$ cat src/rtl/mem_access_unit_if.sv
// rtl/mem_access_unit_if.sv - data-memory bus between the MEM stage and the memory
interface mem_access_unit_if #(
  parameter int DATA_W = 32
);
  logic              req;
  logic              we;
  logic [DATA_W-1:0] addr;
  logic [DATA_W-1:0] wdata;
  logic [3:0]        be;
  logic              ready;
  logic [DATA_W-1:0] rdata;

  modport master (
    output req, we, addr, wdata, be,
    input  ready, rdata
  );

  modport slave (
    input  req, we, addr, wdata, be,
    output ready, rdata
  );
endinterface

$ cat src/rtl/mem_access_unit.sv
// rtl/mem_access_unit.sv - MEM pipeline stage: loads/stores, lane steering, alignment and bus timeout
module mem_access_unit #(
  parameter int DATA_W     = 32,
  parameter int REG_ADDR_W = 5,
  parameter int TIMEOUT    = 255
) (
  input  logic                  clk,
  input  logic                  rst,
  input  logic [REG_ADDR_W-1:0] ex_regDest,
  input  logic [DATA_W-1:0]     ex_result,
  input  logic [3:0]            ex_memOp,
  input  logic [DATA_W-1:0]     ex_storeData,
  mem_access_unit_if.master     dmem,
  output logic                  stall_req,
  output logic [REG_ADDR_W-1:0] mem_regDest,
  output logic [DATA_W-1:0]     mem_result,
  output logic [1:0]            mem_excpt,
  output logic [DATA_W-1:0]     mem_badAddr
);

  localparam logic [3:0] OP_LB  = 4'd1;
  localparam logic [3:0] OP_LBU = 4'd2;
  localparam logic [3:0] OP_LH  = 4'd3;
  localparam logic [3:0] OP_LHU = 4'd4;
  localparam logic [3:0] OP_LW  = 4'd5;
  localparam logic [3:0] OP_SB  = 4'd6;
  localparam logic [3:0] OP_SH  = 4'd7;
  localparam logic [3:0] OP_SW  = 4'd8;

  localparam logic [15:0] LP_LAST = 16'(TIMEOUT - 1);

  typedef enum logic {S_IDLE, S_BUSY} state_t;

  state_t      r_state, w_state_nxt;
  logic [15:0] r_count, w_count_nxt;

  logic        w_is_load, w_is_store, w_is_mem, w_is_byte, w_is_half, w_misaligned;
  logic        w_req;
  logic [3:0]  w_be;
  logic [31:0] w_wdata;
  logic [7:0]  w_byte;
  logic [15:0] w_half;
  logic [31:0] w_load_val;

  // Classify the presented op by direction and access size; 9..15 fall out as NONE.
  always_comb begin
    w_is_load  = (ex_memOp >= OP_LB) && (ex_memOp <= OP_LW);
    w_is_store = (ex_memOp >= OP_SB) && (ex_memOp <= OP_SW);
    w_is_mem   = w_is_load || w_is_store;
    w_is_byte  = (ex_memOp == OP_LB) || (ex_memOp == OP_LBU) || (ex_memOp == OP_SB);
    w_is_half  = (ex_memOp == OP_LH) || (ex_memOp == OP_LHU) || (ex_memOp == OP_SH);
    w_misaligned = 1'b0;
    if (w_is_half)
      w_misaligned = ex_result[0];
    else if ((ex_memOp == OP_LW) || (ex_memOp == OP_SW))
      w_misaligned = (ex_result[1:0] != 2'b00);
  end

  // Byte enables and lane-replicated write data, sized by the access width.
  always_comb begin
    w_be    = 4'b1111;
    w_wdata = ex_storeData;
    if (w_is_byte) begin
      w_be    = 4'b0001 << ex_result[1:0];
      w_wdata = {4{ex_storeData[7:0]}};
    end else if (w_is_half) begin
      w_be    = ex_result[1] ? 4'b1100 : 4'b0011;
      w_wdata = {2{ex_storeData[15:0]}};
    end
  end

  // Pick the addressed lane out of the returned word and extend it to 32 bits.
  always_comb begin
    case (ex_result[1:0])
      2'd0:    w_byte = dmem.rdata[7:0];
      2'd1:    w_byte = dmem.rdata[15:8];
      2'd2:    w_byte = dmem.rdata[23:16];
      default: w_byte = dmem.rdata[31:24];
    endcase
    w_half = ex_result[1] ? dmem.rdata[31:16] : dmem.rdata[15:0];
    case (ex_memOp)
      OP_LB:   w_load_val = {{24{w_byte[7]}}, w_byte};
      OP_LBU:  w_load_val = {24'd0, w_byte};
      OP_LH:   w_load_val = {{16{w_half[15]}}, w_half};
      OP_LHU:  w_load_val = {16'd0, w_half};
      default: w_load_val = dmem.rdata;
    endcase
  end

  // State register and watchdog counter.
  always_ff @(posedge clk or negedge rst) begin
    if (!rst) begin
      r_state <= S_IDLE;
      r_count <= 16'd0;
    end else begin
      r_state <= w_state_nxt;
      r_count <= w_count_nxt;
    end
  end

  // Next state and stage outputs; results toward MEM_WB are zeroed whenever no writeback is due.
  always_comb begin
    w_state_nxt = r_state;
    w_count_nxt = r_count;
    w_req       = 1'b0;
    stall_req   = 1'b0;
    mem_regDest = ex_regDest;
    mem_result  = ex_result;
    mem_excpt   = 2'd0;
    mem_badAddr = '0;
    case (r_state)
      S_IDLE: begin
        if (w_is_mem) begin
          mem_regDest = '0;
          mem_result  = '0;
          if (w_misaligned) begin
            mem_excpt   = 2'd1;
            mem_badAddr = ex_result;
          end else begin
            w_req       = 1'b1;
            stall_req   = 1'b1;
            w_state_nxt = S_BUSY;
            w_count_nxt = 16'd0;
          end
        end
      end
      default: begin
        w_req       = 1'b1;
        mem_regDest = '0;
        mem_result  = '0;
        if (dmem.ready) begin
          w_state_nxt = S_IDLE;
          if (w_is_load) begin
            mem_regDest = ex_regDest;
            mem_result  = w_load_val;
          end
        end else if (r_count == LP_LAST) begin
          w_state_nxt = S_IDLE;
          mem_excpt   = 2'd2;
          mem_badAddr = ex_result;
        end else begin
          stall_req   = 1'b1;
          w_count_nxt = r_count + 16'd1;
        end
      end
    endcase
  end

  // Bus outputs are held at zero whenever no request is outstanding.
  always_comb begin
    dmem.req   = w_req;
    dmem.we    = w_req & w_is_store;
    dmem.addr  = w_req ? {ex_result[31:2], 2'b00} : '0;
    dmem.wdata = (w_req && w_is_store) ? w_wdata : '0;
    dmem.be    = w_req ? w_be : 4'b0000;
  end

endmodule

$ cat src/flat_wrapper.sv
// flat-port wrapper written by rule: the top's interface ports become plain ports
module mem_access_unit_flat 
#(
  parameter int DATA_W     = 32,
  parameter int REG_ADDR_W = 5,
  parameter int TIMEOUT    = 255
)
  (clk, rst, ex_regDest, ex_result, ex_memOp, ex_storeData, stall_req, mem_regDest, mem_result, mem_excpt, mem_badAddr, dmem_req, dmem_we, dmem_addr, dmem_wdata, dmem_be, dmem_ready, dmem_rdata);
  mem_access_unit_if #(.DATA_W(DATA_W)) dmem_i ();
  input  logic clk;
  input  logic rst;
  input  logic [REG_ADDR_W-1:0] ex_regDest;
  input  logic [DATA_W-1:0] ex_result;
  input  logic [3:0] ex_memOp;
  input  logic [DATA_W-1:0] ex_storeData;
  output logic stall_req;
  output logic [REG_ADDR_W-1:0] mem_regDest;
  output logic [DATA_W-1:0] mem_result;
  output logic [1:0] mem_excpt;
  output logic [DATA_W-1:0] mem_badAddr;
  output wire logic [$bits(dmem_i.req)-1:0] dmem_req;
  output wire logic [$bits(dmem_i.we)-1:0] dmem_we;
  output wire logic [$bits(dmem_i.addr)-1:0] dmem_addr;
  output wire logic [$bits(dmem_i.wdata)-1:0] dmem_wdata;
  output wire logic [$bits(dmem_i.be)-1:0] dmem_be;
  input wire logic [$bits(dmem_i.ready)-1:0] dmem_ready;
  input wire logic [$bits(dmem_i.rdata)-1:0] dmem_rdata;
  assign dmem_req = dmem_i.req;
  assign dmem_we = dmem_i.we;
  assign dmem_addr = dmem_i.addr;
  assign dmem_wdata = dmem_i.wdata;
  assign dmem_be = dmem_i.be;
  assign dmem_i.ready = dmem_ready;
  assign dmem_i.rdata = dmem_rdata;
  mem_access_unit #(.DATA_W(DATA_W), .REG_ADDR_W(REG_ADDR_W), .TIMEOUT(TIMEOUT)) u_core (.clk(clk), .rst(rst), .ex_regDest(ex_regDest), .ex_result(ex_result), .ex_memOp(ex_memOp), .ex_storeData(ex_storeData), .dmem(dmem_i), .stall_req(stall_req), .mem_regDest(mem_regDest), .mem_result(mem_result), .mem_excpt(mem_excpt), .mem_badAddr(mem_badAddr));
endmodule
$ cat config.mk
export PLATFORM = sky130hd
export DESIGN_NAME = mem_access_unit_flat
export DESIGN_NICKNAME = d
export VERILOG_FILES = /design/src/rtl/mem_access_unit_if.sv /design/src/rtl/mem_access_unit.sv /design/src/flat_wrapper.sv
export SDC_FILE = /design/constraint.sdc
export NUM_CORES = 1
export LEC_CHECK = 0
export ABC_AREA = 1
export BUFFER_PORTS_ARGS = -buffer_cell sky130_fd_sc_hd__buf_2
export CORE_ASPECT_RATIO = 1.75
export CORE_MARGIN = 2
export CORE_UTILIZATION = 35
export CTS_CLUSTER_DIAMETER = 80
export DETAILED_ROUTE_END_ITERATION = 7
export PLACE_DENSITY_LB_ADDON = 0.12
export SYNTH_ARGS = -nofsm -noshare
export SYNTH_HDL_FRONTEND = slang
export SYNTH_SLANG_ARGS = --single-unit
$ cat constraint.sdc
create_clock -name clk -period 8.2 [get_ports clk]
set_clock_uncertainty 0.2 [all_clocks]
set_input_delay 2.46 -clock clk [delete_from_list [all_inputs] [get_ports clk]]
set_output_delay 2.46 -clock clk [all_outputs]
set_load 0.01 [all_outputs]
==> results of run 1 <==
[worst max-delay path: stages]
cell and delay, ns:
sky130_fd_sc_hd__buf_2 0.12, sky130_fd_sc_hd__nand2_1 0.32, sky130_fd_sc_hd__inv_2 0.13, sky130_fd_sc_hd__nand2_2 0.12
sky130_fd_sc_hd__nand3_2 0.22, sky130_fd_sc_hd__nand2_1 0.17, sky130_fd_sc_hd__nand2_1 0.10, sky130_fd_sc_hd__nand2_4 0.33
sky130_fd_sc_hd__nand2_2 0.44, sky130_fd_sc_hd__a21oi_1 0.26, sky130_fd_sc_hd__buf_2 0.18
[state kept, by name (all words and copies together) (netlist names)]
name and cells:
u_core.r_state 1, u_core.r_count 16
[through the flow]
stage	power, W	utilization	hold slack, ns	setup slack (ns)
finish	0.000558	0.484	0.350	0.702
global route	0.000604	0.484	0.377	0.405
floorplan	0.000324	-	0.298	1.93
detailed placement	0.000462	0.477	0.343	0.661
CTS	0.000563	0.484	0.356	0.657
global placement	0.000463	0.477	0.331	0.753
[Yosys cell counts]
master / count
sky130_fd_sc_hd__o21ai_0: 20
sky130_fd_sc_hd__nor3b_1: 1
sky130_fd_sc_hd__or2_0: 1
sky130_fd_sc_hd__inv_2: 3
sky130_fd_sc_hd__nand2_2: 6
sky130_fd_sc_hd__nor4_1: 1
sky130_fd_sc_hd__buf_2: 17
sky130_fd_sc_hd__nand3_1: 63
sky130_fd_sc_hd__nor2_1: 121
sky130_fd_sc_hd__a21oi_1: 66
sky130_fd_sc_hd__xor2_1: 7
sky130_fd_sc_hd__nand2_1: 242
sky130_fd_sc_hd__inv_1: 79
sky130_fd_sc_hd__dfrtp_1: 17
sky130_fd_sc_hd__nand3_2: 3
sky130_fd_sc_hd__clkbuf_1: 12
sky130_fd_sc_hd__nor2_4: 5
sky130_fd_sc_hd__buf_4: 6
sky130_fd_sc_hd__nand3b_2: 1
sky130_fd_sc_hd__ha_1: 2
sky130_fd_sc_hd__o211ai_1: 21
sky130_fd_sc_hd__xnor2_1: 3
sky130_fd_sc_hd__nor2_2: 13
sky130_fd_sc_hd__buf_6: 5
sky130_fd_sc_hd__o21ai_4: 1
sky130_fd_sc_hd__nand2_4: 3
sky130_fd_sc_hd__conb_1: 1
sky130_fd_sc_hd__o21ai_1: 2
sky130_fd_sc_hd__nor3_1: 3
sky130_fd_sc_hd__nand4_1: 4
sky130_fd_sc_hd__and3_1: 1
sky130_fd_sc_hd__a21oi_2: 1
[final timing paths]
path	start	to	slack, ns	cells past startpoint
setup / recovery	ex_memOp[1]	dmem_wdata[12]	0.70	11
hold / removal	u_core.r_count[15]	u_core.r_count[15]	0.35	2
setup reg to reg	u_core.r_count[0]	u_core.r_count[7]	6.02	9
hold reg to reg	u_core.r_count[15]	u_core.r_count[15]	0.35	2
max in group asynchronous	rst	u_core.r_count[0]	5.55	1
min in group asynchronous	rst	u_core.r_count[6]	1.95	1
[report_power, final]
part,switching [W],internal [W]
clock network,0.0000324,0.0000661
registers,0.0000110,0.0000902
logic,0.000234,0.000124
total,0.000278,0.000280
[kinds of logic after synthesis]
kind of cell	Yosys count	share of synthesized area
buffers and inverters	122	0.146
other	1	0.00101
XOR/XNOR	10	0.0237
AO/OA/AOI/OAI	111	0.168
adder cells (fa/ha/maj)	2	0.00676
AND/OR/NAND/NOR	468	0.539
flip-flops	17	0.115
[final cells by class]
class	count	area [um^2]
fill	1194	5310
multi-input combinational	593	2740
timing repair buffer	253	1280
sequential	17	425
inverter	82	308
tap	127	159
clock buffer	4	78.8
[metal layers]
layer  vias up  GRT usage
li1       2736          -
met4         0      0.105
met3        43     0.0206
met1      2368      0.291
met5         -          0
met2       250      0.490
==> reports/qor.yml, run 1 <==
clock_tree_from_tritoncts: "built"
start_util: 0.359
antenna_found_initial: 0
antenna_violating_nets_post_route: 0
diodes: 0
globalRouteTotalUtil: 0.261
synth_cell_type_count: 32
dp_hpwl_um: 12300
cts.path.max_buffers: 2
timing.max_cap.violations: 0
avgSynthCellArea_um2: 5.06
core-area_um2: 10300
met3_wirelength_um: 1180
gate_count_after_technology_mapping: 731
synth_seq_area_share: 0.115
cp_max_fo: 35
yosys.area.top_type_share: 0.246
crit_required_ns: 5.54
most_frequent_standard_cell_in_the_layout_excluding_fill_and_tap_cells: "sky130_fd_sc_hd__buf_2"
power.static_leakage_nw: 3.09
max_slew_margin: 0.383
die_height_um: 140
core.rowCount: 49
dieArea_um2: 11400
grt_pass1_wl_um: 23900
ir_worst_vdd_uv: 85.0
grt_start_max_net_pins: 36
clkSlewWorstSetupHoldPaths_ns: 0.05
cp.arrival_ns: 4.84
flow.area_growth_from_synthesis_pct: 34.9
clock_sink_count: 17
dpl-instance-area_um2: 4910
post-route-period-util: 0.914
most-common-layout-cells: "247 x sky130_fd_sc_hd__buf_2, 242 x sky130_fd_sc_hd__nand2_1, 121 x sky130_fd_sc_hd__nor2_1"
pin_count: 250
synth_top_cell_by_area: "sky130_fd_sc_hd__nand2_1"
number_of_storage_elements_in_the_synthesis_netlist: 17
routedWlPerCell_um: 14.6
setup_viol: 0
drt_first_iter_violations: 302
p_per_area_nw_per_um2: 112
cts_hold_repair.buffers: 0
layout-drive-gt1-share: 0.308
dr.pass1.iters: 5
route.detailed.drc: 0
final_period_minus_worst_setup_slack_ns: 7.50
timing_worst_slew_pin_value_ns: 0.925
timing_max_transition_violations_final: 0
met2RoutedLength_um: 8160
worst-setup-path-type: "input port to primary output"
die_width_um: 81.7
post_cts_buffers: 0
highest-signal-layer: "met4"
min-delay-path-class: "flop to flop"
grt.overflow.total: 0
synth_warnings: 0
wl_met1_um: 5760
critical_path.startpoint_type: "input port"
post_synth_instance_area_um2: 3700
fin_cells: 1076
peak_clock_frequency_supported_by_timing_mhz: 133
endpoint_kind_of_the_worst_setup_timing_path: "primary output"
place.detailed.instances: 1072
num_cts_buffers: 3
drt_wl_total_um: 15700
hold_violations: 0
nets: 1060
gpl_congestion: 0.915
via_count: 5397
synthTopCellsByArea: "sky130_fd_sc_hd__nand2_1 25%, sky130_fd_sc_hd__nor2_1 12%, sky130_fd_sc_hd__dfrtp_1 12%"
clock_latency_ns: 0.25
rsz_0062_raised_after_global_routing: "false"
post_drt_via_cell_ratio: 5.02
port_buffers: 247
post_cts_resized: 0
htree_levels: 1
layout.cell_area.non_filler_um2: 4990
first_global_vias: 4903
ctsRootBufferMaster: "sky130_fd_sc_hd__clkbuf_16"
run_status: "finished, final reports clean"
final.setup.tns_ns: 0
Power figures use the tool's default switching activity.
==> run 2, diff against run 1 <==
clock period = 6.63 ns   (was 8.2 ns; I/O delays follow)
==> reports/qor.yml, run 2 (same netlist as run 1, synthesis figures left out) <==
critical_path.startpoint_type: "input port"
timing_max_transition_violations_final: 0  # unchanged
rsz_0062_raised_after_global_routing: "false"
dieArea_um2: 11400  # unchanged
most_frequent_standard_cell_in_the_layout_excluding_fill_and_tap_cells: "sky130_fd_sc_hd__buf_2"
cts.path.max_buffers: 2  # unchanged
cp.arrival_ns: 3.91  # -0.93 ns
layout-drive-gt1-share: 0.308  # +0.000729
route.detailed.drc: 0  # unchanged
final_period_minus_worst_setup_slack_ns: 6.09
crit-reg2reg-launch: "u_core.r_count[10]"
power.static_leakage_nw: 3.10  # +0.18%
grt_pass1_wl_um: 24000  # +0.41%
met3_usage: 0.0393  # +0.0187
final.setup.tns_ns: 0  # unchanged
post_cts_buffers: 0  # unchanged
grt_start_max_net_pins: 36  # unchanged
min-delay-path-class: "flop to flop"
endpoint_kind_of_the_worst_setup_timing_path: "primary output"
die_height_um: 140  # unchanged
path_common_cell: "sky130_fd_sc_hd__nand2_1"
run_status: "finished, final reports clean"
die_width_um: 81.7  # unchanged
first_global_vias: 4974  # +1.4%
fillCellCount: 1181  # -1.1%
worst-setup-path-type: "input port to primary output"
post_drt_via_cell_ratio: 5.01  # about the same
clock_latency_ns: 0.25  # about the same
core-area_um2: 10300  # unchanged
crit_buf_inv: 3  # unchanged
crit-reg2reg-capture: "u_core.r_count[4]"
clock_sink_count: 17  # unchanged
place_ws_ns: 0.550  # -0.112 ns
min_from: "u_core.r_count[15]"
grtUsageMet1: 0.281  # -0.0102
crit_path_cell_trace: "buf_2 > nand2_1 > inv_2 > nand2_2 > nand3_2 > nand2_1 > nand2_1 > nand2_4 > nand2_2 > a21oi_1 > buf_2"
ctsRootBufferMaster: "sky130_fd_sc_hd__clkbuf_16"
largest_reg_flops: 16  # unchanged
ir_worst_vdd_uv: 115  # +35%
flow.area_growth_from_synthesis_pct: 35.2
fin_ws_ns: 0.536  # -0.166 ns
timing_worst_slew_pin_value_ns: 1.11  # +0.182 ns
num_cts_buffers: 3  # unchanged
cts_hold_repair.buffers: 0  # unchanged
globalRouteTotalUtil: 0.261  # about the same
antenna_found_initial: 1  # +1
top_register: "u_core.r_count"
routedWlPerCell_um: 14.6  # about the same
gpl_congestion: 0.940  # +2.7%
endpoint_with_the_worst_hold_slack: "u_core.r_count[15]"
critical-path-max-stage-delay_ns: 0.46  # +0.02 ns
reg.largest.list: "u_core.r_count: 16 flops, u_core.r_state: 1 flops"
globalRoute.busiestLayer: "met2"
pin_count: 250  # unchanged
dp_hpwl_um: 12200  # -0.25%
post_cts_resized: 0  # unchanged
clock_tree_from_tritoncts: "built"
port_buffers: 247  # unchanged
grt_use_met2: 0.491  # +0.00129
grt.overflow.total: 0  # unchanged
htree_levels: 1  # unchanged
crit_required_ns: 4.44  # -1.10 ns
timing.reg2reg.worst_path_depth: 7  # -2
core.rowCount: 49  # unchanged
flop2flop_setup_slack_ns: 4.45  # -1.57 ns
setup_viol: 0  # unchanged
cp_max_fo: 35  # unchanged
hold_path_stages: 2  # unchanged
start_util: 0.359  # unchanged
peak_clock_frequency_supported_by_timing_mhz: 164
drt_first_iter_violations: 348  # +15%
antenna_violating_nets_post_route: 0  # unchanged
post-route-period-util: 0.919
dr.pass1.iters: 5  # unchanged
timing.max_cap.violations: 0  # unchanged
p_total_w: 0.000691  # +24%
via_count: 5404  # +0.13%
hold_violations: 0  # unchanged
drt_wl_total_um: 15700  # +0.21%
final_util: 0.485  # +0.000972
p_per_area_nw_per_um2: 138  # +24%
most-common-layout-cells: "247 x sky130_fd_sc_hd__buf_2, 242 x sky130_fd_sc_hd__nand2_1, 121 x sky130_fd_sc_hd__nor2_1"
critPathSlowestCell: "sky130_fd_sc_hd__nand2_2"
clkSlewWorstSetupHoldPaths_ns: 0.05  # about the same
path_delay_family: "simple AND/OR/NAND/NOR gates"
max_slew_margin: 0.259  # -0.124
nets: 1061  # +0.094%
-- run 2: changes by cell type in the layout (fill, tap and decap cells not counted) --
cell                      delta
sky130_fd_sc_hd__buf_4       +1
sky130_fd_sc_hd__diode_2     +1
-- run 2: cell type report --
cell class / count / area, um^2 / area share
Tap cell: 127 / 159 / 0.0318
Multi-Input combinational cell: 593 / 2740 / 0.548
Inverter: 82 / 308 / 0.0616
Antenna cell: 1 / 2.50 / 0.000501
Sequential cell: 17 / 425 / 0.0851
Clock buffer: 4 / 78.8 / 0.0158
Timing Repair Buffer: 254 / 1290 / 0.258
-- run 2: where the power goes --
part	switching, W	total, W	leakage, nW	internal [W]
sequential	0.0000137	0.000125	0.235	0.000111
combinational	0.000288	0.000442	2.83	0.000153
clock	0.0000421	0.000124	0.0382	0.0000818
total	0.000344	0.000691	3.10	0.000347
-- run 2: worst max-delay path by stage --
stage                             from              to  slack (ns)  cells past startpoint
after floorplan           ex_result[1]  mem_result[21]        1.31                      9
after global placement    ex_result[1]  mem_result[31]        0.57                      9
after detailed placement   ex_memOp[1]      dmem_be[0]        0.55                     10
after CTS                  ex_memOp[1]      dmem_be[0]        0.55                     10
after global routing       ex_memOp[1]  dmem_wdata[10]        0.33                     11
final                      ex_memOp[1]  dmem_wdata[13]        0.54                     11
-- run 2: worst min-delay path, stage by stage (launching register included) --
cell and delay [ns]:
sky130_fd_sc_hd__dfrtp_1 0.37, sky130_fd_sc_hd__nand3_1 0.08, sky130_fd_sc_hd__nand2_1 0.06
-- run 2: routing by layer --
metal  vias up  wire (um)
li1       2737          -
met1      2414       5790
met2       224       8280
met3        29       1170
met4         0        451
met5         -          0
-- run 2: stage by stage --
stage | area [um^2] | std cells | hold slack [ns]
2_1_floorplan | 3700 | 732 | 0.298
3_3_place_gp | 4920 | 1073 | 0.334
3_5_place_dp | 4920 | 1073 | 0.341
4_1_cts | 5000 | 1077 | 0.355
5_1_grt | 5000 | 1078 | 0.406
6_report | 5000 | 1078 | 0.352
==> run 3, diff against run 2 <==
ABC_CLOCK_PERIOD_IN_PS = 6630   (was unset)
PLACE_DENSITY = 0.72   (was unset)
PLACE_DENSITY_LB_ADDON = unset   (was 0.12)
==> reports/qor.yml, run 3 (same netlist as run 1, synthesis figures left out) <==
run_status: "finished, final reports clean"
ctsRootBufferMaster: "sky130_fd_sc_hd__clkbuf_16"
start_util: 0.359  # unchanged
cts_hold_repair.buffers: 0  # unchanged
grt_start_max_net_pins: 36  # unchanged
worst-setup-path-type: "input port to primary output"
dp_hpwl_um: 11800  # -3.7%
diodes: 0  # -1
post_cts_resized: 0  # unchanged
flow.area_growth_from_synthesis_pct: 35.3
grt.overflow.total: 0  # unchanged
final.setup.tns_ns: 0  # unchanged
nets: 1062  # +0.094%
antenna_found_initial: 0  # -1
ir_worst_vdd_uv: 114  # -0.53%
crit_required_ns: 4.44  # about the same
route.detailed.drc: 0  # unchanged
final_period_minus_worst_setup_slack_ns: 6.07  # -0.0211 ns
largest_reg_flops: 16  # unchanged
die_height_um: 140  # unchanged
setup_viol: 0  # unchanged
max_slew_margin: 0.256  # -0.00281
timing_worst_slew_pin_value_ns: 1.11  # +0.00420 ns
post_drt_via_cell_ratio: 5.05  # +0.68%
timing.max_cap.violations: 0  # unchanged
cts.path.max_buffers: 2  # unchanged
routedWlPerCell_um: 13.9  # -4.6%
pin_count: 250  # unchanged
num_cts_buffers: 3  # unchanged
peak_clock_frequency_supported_by_timing_mhz: 165  # +0.35%
cp_max_fo: 23  # -34%
hold_ws_ns: 0.347  # -0.00513 ns
die_width_um: 81.7  # unchanged
htree_levels: 1  # unchanged
power.static_leakage_nw: 3.10  # +0.13%
multiInputGateArea_um2: 2740  # unchanged
drt_first_iter_violations: 291  # -16%
globalRouteTotalUtil: 0.252  # -0.00901
cp.arrival_ns: 3.88  # -0.03 ns
timing_max_transition_violations_final: 0  # unchanged
p_total_w: 0.000686  # -0.71%
most-common-layout-cells: "247 x sky130_fd_sc_hd__buf_2, 242 x sky130_fd_sc_hd__nand2_1, 121 x sky130_fd_sc_hd__nor2_1"
seq_area_um2: 425  # unchanged
gpl_congestion: 0.943  # +0.34%
reg.largest.list: "u_core.r_count: 16 flops, u_core.r_state: 1 flops"
endpoint_kind_of_the_worst_setup_timing_path: "primary output"
antenna_violating_nets_post_route: 0  # unchanged
core-area_um2: 10300  # unchanged
critical_path.startpoint_type: "input port"
min-delay-path-class: "flop to flop"
first_global_vias: 4963  # -0.22%
clock_latency_ns: 0.25  # about the same
most_frequent_standard_cell_in_the_layout_excluding_fill_and_tap_cells: "sky130_fd_sc_hd__buf_2"
layout-drive-gt1-share: 0.309  # +0.000727
hold_violations: 0  # unchanged
final_util: 0.486  # +0.000486
core.rowCount: 49  # unchanged
clkSlewWorstSetupHoldPaths_ns: 0.05  # about the same
clock_tree_from_tritoncts: "built"
via_count: 5441  # +0.68%
layout.cell_area.non_filler_um2: 5000  # +0.10%
dpl-instance-area_um2: 4930  # +0.15%
grt_pass1_wl_um: 23500  # -2.0%
clock_sink_count: 17  # unchanged
port_buffers: 247  # unchanged
top_register: "u_core.r_count"
rsz_0062_raised_after_global_routing: "false"
fillCellCount: 1201  # +1.7%
drt_wl_total_um: 15000  # -4.6%
dr.pass1.iters: 7  # +2
dieArea_um2: 11400  # unchanged
post_cts_buffers: 0  # unchanged
p_per_area_nw_per_um2: 137  # -0.81%
post-route-period-util: 0.916  # -0.00318
==> run 3: changes by cell type in the layout (fill, tap and decap cells not counted), sizes merged <==
cell	delta
buf	+1
diode	-1
==> run 3: worst max-delay path, stage by stage <==
cell and delay (ns):
sky130_fd_sc_hd__buf_2 0.12, sky130_fd_sc_hd__nand2_1 0.10, sky130_fd_sc_hd__inv_2 0.08, sky130_fd_sc_hd__nand2_2 0.10, sky130_fd_sc_hd__nand2_4 0.15, sky130_fd_sc_hd__nor2_4 0.42, sky130_fd_sc_hd__inv_2 0.19, sky130_fd_sc_hd__buf_4 0.26
sky130_fd_sc_hd__or2_0 0.21, sky130_fd_sc_hd__nand3_1 0.09, sky130_fd_sc_hd__nand2_1 0.05, sky130_fd_sc_hd__buf_2 0.13
==> run 3: report_power, final <==
part           internal (W)  leakage, nW  total [W]  switching [W]
clock             0.0000817       0.0382   0.000123      0.0000412
combinational      0.000154         2.83   0.000439       0.000285
sequential         0.000111        0.235   0.000124      0.0000130
==> run 3: worst paths after layout <==
kind	start	end	slack [ns]	depth (start not counted)
max	ex_memOp[1]	mem_result[7]	0.56	12
min	u_core.r_count[15]	u_core.r_count[15]	0.35	2
max reg2reg	u_core.r_count[0]	u_core.r_count[11]	4.51	9
min reg2reg	u_core.r_count[15]	u_core.r_count[15]	0.35	2
max in group asynchronous	rst	u_core.r_count[12]	4.47	1
min in group asynchronous	rst	u_core.r_count[0]	1.46	1
==> run 3: through the flow <==
step,worst slack (ns),cells
floorplan,1.31,732
finish,0.557,1078
CTS,0.535,1078
global placement,0.558,1074
detailed placement,0.539,1074
global route,0.306,1078
==> run 3: layout make-up <==
type | instances | share of cell area
clock buffers | 4 | 0.0157
inverters | 82 | 0.0615
multi-input cells | 593 | 0.547
flip-flops and latches | 17 | 0.0850
well taps | 127 | 0.0317
repair buffers | 255 | 0.259
==> run 3: routing by layer <==
layer	vias to the layer above	global-route usage	part of all wire
li1	2744	-	-
met1	2372	0.293	0.36
met2	280	0.463	0.52
met3	45	0.0316	0.088
met4	0	0.0772	0.030
met5	-	0	0
